### src/rtl/mbs_bus_tracer.sv
// Bus transaction tracer for the MBSsoc buses: keeps a circular pre-trigger history,
// captures a fixed post-trigger window on an address match, then drains via valid/ready.
module mbs_bus_tracer #(
  parameter int unsigned DEPTH    = 16,
  parameter int unsigned POST_CNT = 8,
  parameter int unsigned TS_W     = 16
) (
  input  logic                   clk,
  input  logic                   rst,
  input  logic                   arm,
  input  logic [31:0]            trig_addr,
  input  logic [31:0]            trig_mask,
  input  logic [31:0]            addr_bus,
  input  logic [31:0]            data_bus,
  input  logic [31:0]            ctrl_bus,
  input  logic                   cpu_sel,
  output logic                   trc_valid,
  input  logic                   trc_ready,
  output logic [31:0]            trc_addr,
  output logic [31:0]            trc_data,
  output logic                   trc_we,
  output logic                   trc_cpu,
  output logic [TS_W-1:0]        trc_ts,
  output logic [1:0]             state,
  output logic [$clog2(DEPTH):0] count,
  output logic                   overflow
);

  localparam int unsigned AW = $clog2(DEPTH);
  localparam int unsigned CW = AW + 1;
  localparam int unsigned RW = (POST_CNT > 0) ? $clog2(POST_CNT + 1) : 1;
  localparam logic [CW-1:0] FULL_CNT  = CW'(DEPTH);
  localparam logic [RW-1:0] POST_INIT = RW'(POST_CNT);

  typedef enum logic [1:0] {
    StIdle  = 2'd0,
    StArmed = 2'd1,
    StPost  = 2'd2,
    StDone  = 2'd3
  } state_e;

  typedef struct packed {
    logic            cpu;
    logic            we;
    logic [31:0]     addr;
    logic [31:0]     data;
    logic [TS_W-1:0] ts;
  } entry_t;

  state_e          state_q;
  logic [RW-1:0]   rem_q;
  logic [TS_W-1:0] ts_q;
  logic [AW-1:0]   wr_ptr_q;
  logic [AW-1:0]   rd_ptr_q;
  logic [CW-1:0]   count_q;
  logic            overflow_q;
  entry_t          mem [DEPTH];

  logic   qual;
  logic   hit;
  logic   full;
  logic   empty;
  logic   readable;
  logic   flush;
  logic   push;
  logic   pop;
  logic   ovf_set;
  entry_t new_entry;
  entry_t head;

  // Only the two strobe bits of the control bus are meaningful here.
  logic unused_ctrl;
  assign unused_ctrl = ^ctrl_bus[31:2];

  assign qual     = ctrl_bus[0] | ctrl_bus[1];
  assign hit      = qual && (((addr_bus ^ trig_addr) & trig_mask) == 32'h0);
  assign full     = (count_q == FULL_CNT);
  assign empty    = (count_q == '0);
  assign readable = (state_q == StIdle) || (state_q == StDone);

  assign new_entry = '{cpu: cpu_sel, we: ctrl_bus[1], addr: addr_bus, data: data_bus, ts: ts_q};

  always_comb begin
    flush   = 1'b0;
    push    = 1'b0;
    pop     = 1'b0;
    ovf_set = 1'b0;
    unique case (state_q)
      StIdle, StDone: begin
        if (arm) begin
          flush = 1'b1;
        end else if (trc_valid && trc_ready) begin
          pop = 1'b1;
        end
      end
      StArmed: begin
        // A full history drops its oldest entry so the newest always fits.
        if (qual) begin
          push = 1'b1;
          pop  = full;
        end
      end
      StPost: begin
        if (qual) begin
          if (full) begin
            ovf_set = 1'b1;
          end else begin
            push = 1'b1;
          end
        end
      end
      default: ;
    endcase
  end

  always_ff @(posedge clk) begin
    if (rst) begin
      ts_q <= '0;
    end else begin
      ts_q <= ts_q + TS_W'(1);
    end
  end

  always_ff @(posedge clk) begin
    if (rst || flush) begin
      wr_ptr_q <= '0;
      rd_ptr_q <= '0;
      count_q  <= '0;
    end else begin
      if (push) begin
        wr_ptr_q <= wr_ptr_q + AW'(1);
      end
      if (pop) begin
        rd_ptr_q <= rd_ptr_q + AW'(1);
      end
      if (push && !pop) begin
        count_q <= count_q + CW'(1);
      end else if (pop && !push) begin
        count_q <= count_q - CW'(1);
      end
    end
  end

  always_ff @(posedge clk) begin
    if (push) begin
      mem[wr_ptr_q] <= new_entry;
    end
  end

  always_ff @(posedge clk) begin
    if (rst) begin
      state_q    <= StIdle;
      rem_q      <= '0;
      overflow_q <= 1'b0;
    end else begin
      unique case (state_q)
        StIdle, StDone: begin
          if (arm) begin
            state_q    <= StArmed;
            overflow_q <= 1'b0;
          end
        end
        StArmed: begin
          if (hit) begin
            if (POST_CNT == 0) begin
              state_q <= StDone;
            end else begin
              state_q <= StPost;
              rem_q   <= POST_INIT;
            end
          end
        end
        StPost: begin
          // Dropped transactions still consume the post-trigger window.
          if (qual) begin
            rem_q <= rem_q - RW'(1);
            if (ovf_set) begin
              overflow_q <= 1'b1;
            end
            if (rem_q == RW'(1)) begin
              state_q <= StDone;
            end
          end
        end
        default: ;
      endcase
    end
  end

  assign head      = mem[rd_ptr_q];
  assign trc_valid = readable && !empty;
  assign trc_addr  = empty ? 32'h0 : head.addr;
  assign trc_data  = empty ? 32'h0 : head.data;
  assign trc_we    = empty ? 1'b0 : head.we;
  assign trc_cpu   = empty ? 1'b0 : head.cpu;
  assign trc_ts    = empty ? '0 : head.ts;
  assign state     = state_q;
  assign count     = count_q;
  assign overflow  = overflow_q;

endmodule

### config.mk
export PLATFORM = sky130hd
export DESIGN_NAME = mbs_bus_tracer
export DESIGN_NICKNAME = d
export VERILOG_FILES = /design/src/rtl/mbs_bus_tracer.sv
export SDC_FILE = /design/constraint.sdc
export NUM_CORES = 1
export LEC_CHECK = 0
export BUFFER_PORTS_ARGS = -buffer_cell sky130_fd_sc_hd__buf_2
export CORE_MARGIN = 5
export CORE_UTILIZATION = 40
export DETAILED_ROUTE_END_ITERATION = 8
export PLACE_DENSITY = 0.58
export SLEW_MARGIN = 25
export SYNTH_ARGS = -nofsm -noshare
export SYNTH_HDL_FRONTEND = slang
export SYNTH_SLANG_ARGS = --single-unit
### constraint.sdc
create_clock -name clk -period 10.7 [get_ports clk]
set_input_delay 0.535 -clock clk [delete_from_list [all_inputs] [get_ports clk]]
set_output_delay 0.535 -clock clk [all_outputs]
set_load 0.01 [all_outputs]
==> impl_metrics.toml <==
[die]
rows = 132
die_h_um = 370.8
fp.dieArea_um2 = 137500
fp.dieW_um = 370.8
start_util_pct = 40.22
ioPinCount = 256
core_area_um2 = 129500

[pwr]
p_per_area_nw_per_um2 = 210.0
ir_worst_vdd_mv = 0.2278
cellLeakagePower_uw = 0.01840

[logic_synthesis]
synth_cell_type_count = 43
synthCells = 2192
syn_avg_cell_area_um2 = 23.76
ys_async_sr_fraction_pct = 0
ys_ff_latch = 1352
synth_nets = 2374
synth_flop_cell = "edfxtp_1"
synth.yosys.warnings = 0
synth_edf_count = 1312
yosysSeqAreaShare_pct = 77.20
synth.cell_area_um2 = 52070

[timing]
final_hold_viol_count = 0
tightest_slew_ns = 1.076
fin_ws_ns = 5.387
drv_slew = 0
grt_setup_unrepaired = "false"
setup_violations = 0
fin_skew_ns = 0.02304
fin_hold_ws_ns = 0.1518
finalCritPeriodShare_pct = 49.66
fin_tns_setup_ns = 0
slew_headroom_pct = 28.28
fmax_mhz = 188.2
finalCriticalPeriod_ns = 5.313

[routing]
drt_iter0_drc = 2143
vias_per_cell = 5.467
postRouteAntennaNets = 0
vias = 23830
dr.pass1.iters = 5
wl_per_cell_um = 27.90
finalWirelength_um = 121600
drc = 0

[worst_setup_path]
r2r-end = "mem[3][28]"
cp-start-kind = "flop"
crit_path_end_kind = "primary output"
critical_path.top_delay_family = "buffers and inverters"
r2r_setup_slack_ns = 6.57
max_stage_delay_ns = 0.90
r2r_cells = 7
crit_type = "reg2out"
crit_path_end = "trc_addr[1]"
path_buf_inv = 3
r2r-start = "state[0]"
arrival_ns = 4.78
crit_chain = "buf_4, buf_4, mux4_2, mux4_2, nor2b_1, buf_2"
cp.required_ns = 10.17
path_depth = 6
slowest_stage = "dfxtp_4"
critical_path.max_fanout = 42

[clock_network]
postCtsHoldBufs = 0
cts_sinks = 1352
cts_root_buf = "clkbuf_16"
cts_resized = 0
clock_latency_ns = 0.76
cts_buffers = 138
cts_setup_buffers = 0
cts_max_path_buffers = 3
clkSlewWorstSetupHoldPaths_ns = 0.07
cts_max_level = 4
cts_tree = "built"

[placement]
port_buffers = 225
pre_cts_ws_ns = 5.944
hpwl_um = 61640
globalplace.congestion = 0.7307
postPlaceCellArea_um2 = 55470

[cells_and_area]
drive_gt1_share_pct = 34.52
syn2layout_area_growth_pct = 14.65
final_cell_area_um2 = 59700
fin_util_pct = 46.11
fin_nets = 2682
layout_common_cells = "1,312 x edfxtp_1, 410 x mux4_2, 225 x buf_2"
fillers = 10680
layout_commonest_cell = "edfxtp_1"

[global_route]
grt_max_degree = 161
grt_overflow = 0
grt_pass1_vias = 25640
grt_usage_pct = 17.84
grt_pass1_wl_um = 176200
antenna_found_initial = 12

[job]
cap_violations = 0

[outcome]
status = "complete, no violations"

[min_path]
hp-class = "in2reg"
==> how the worst min path moves through the flow <==
stage | start | endpoint | depth (start not counted)
2_1_floorplan | rem_q[0] | rem_q[0] | 1
3_3_place_gp | rem_q[0] | rem_q[0] | 1
3_5_place_dp | overflow | overflow | 2
4_1_cts | data_bus[18] | mem[4][34] | 1
5_1_grt | data_bus[18] | mem[4][34] | 1
6_report | data_bus[18] | mem[4][34] | 1
==> synthesized netlist by cell type (15+ instances only) <==
cell type | count | area share [%]
mux4_2 | 410 | 18
buf_2 | 21 | 0.20
edfxtp_1 | 1312 | 76
clkbuf_1 | 57 | 0.41
buf_4 | 15 | 0.22
xor2_1 | 46 | 0.77
a22oi_1 | 15 | 0.22
dfxtp_1 | 40 | 1.5
nor2b_1 | 86 | 1.0
nor2_1 | 52 | 0.37
ha_1 | 16 | 0.38
==> state kept, by name (all words and copies together), names as in the netlist, named ones only <==
signal and flops:
mem 1312, ts_q 16, count 5, rd_ptr_q 4, rem_q 4, wr_ptr_q 4, state 2, overflow 1
==> per-layer routing <==
| metal | global-route usage, % | vias to the layer above | routed length [um] | share of wire [%] |
|---|---|---|---|---|
| met4 | 5.057 | 6 | 2633 | 2.2 |
| met3 | 2.723 | 180 | 5761 | 4.7 |
| met5 | 0 | - | 34 | 0.028 |
| met1 | 24.07 | 13070 | 50470 | 42 |
| li1 | - | 9941 | - | - |
| met2 | 30.41 | 631 | 62690 | 52 |
==> through the flow <==
step | total power [uW] | instances
2_1_floorplan | 7260 | 2192
3_3_place_gp | 8147 | 4100
3_5_place_dp | 8189 | 4102
4_1_cts | 12720 | 4355
5_1_grt | 13050 | 4357
6_report | 12540 | 4359
==> layout make-up <==
type	instances	area, um^2	share of cell area (%)
diodes	4	10.01	0.01677
inverters	14	52.55	0.08802
repair buffers	276	1565	2.622
flip-flops and latches	1352	40210	67.36
clock buffers	197	3831	6.417
well taps	1742	2180	3.651
multi-input cells	718	11460	19.19
clock inverters	56	394.1	0.6602
==> cells by family (layout without fill, tap and decap cells) <==
family / Yosys count / in the layout / share of synthesized area [%]
DFF: 1352 / 1352 / 77.20
adders and majority gates: 17 / 17 / 0.4229
buffers and inverters: 122 / 543 / 1.052
AOI/OAI and AO/OA: 36 / 36 / 0.4901
other: 0 / 4 / 0
xor gates and xnor gates: 56 / 56 / 0.9780
and+or+nand+nor: 195 / 195 / 2.030
muxes: 414 / 414 / 17.83
==> power breakdown <==
part	switching, uW	internal, uW	total (uW)	leakage, uW
Combinational	1240	815	2060	0.00415
Sequential	58.3	5900	5960	0.0122
Clock	1950	2570	4520	0.00206
Total	3250	9290	12500	0.0184
(Power assumes the default switching activity.)
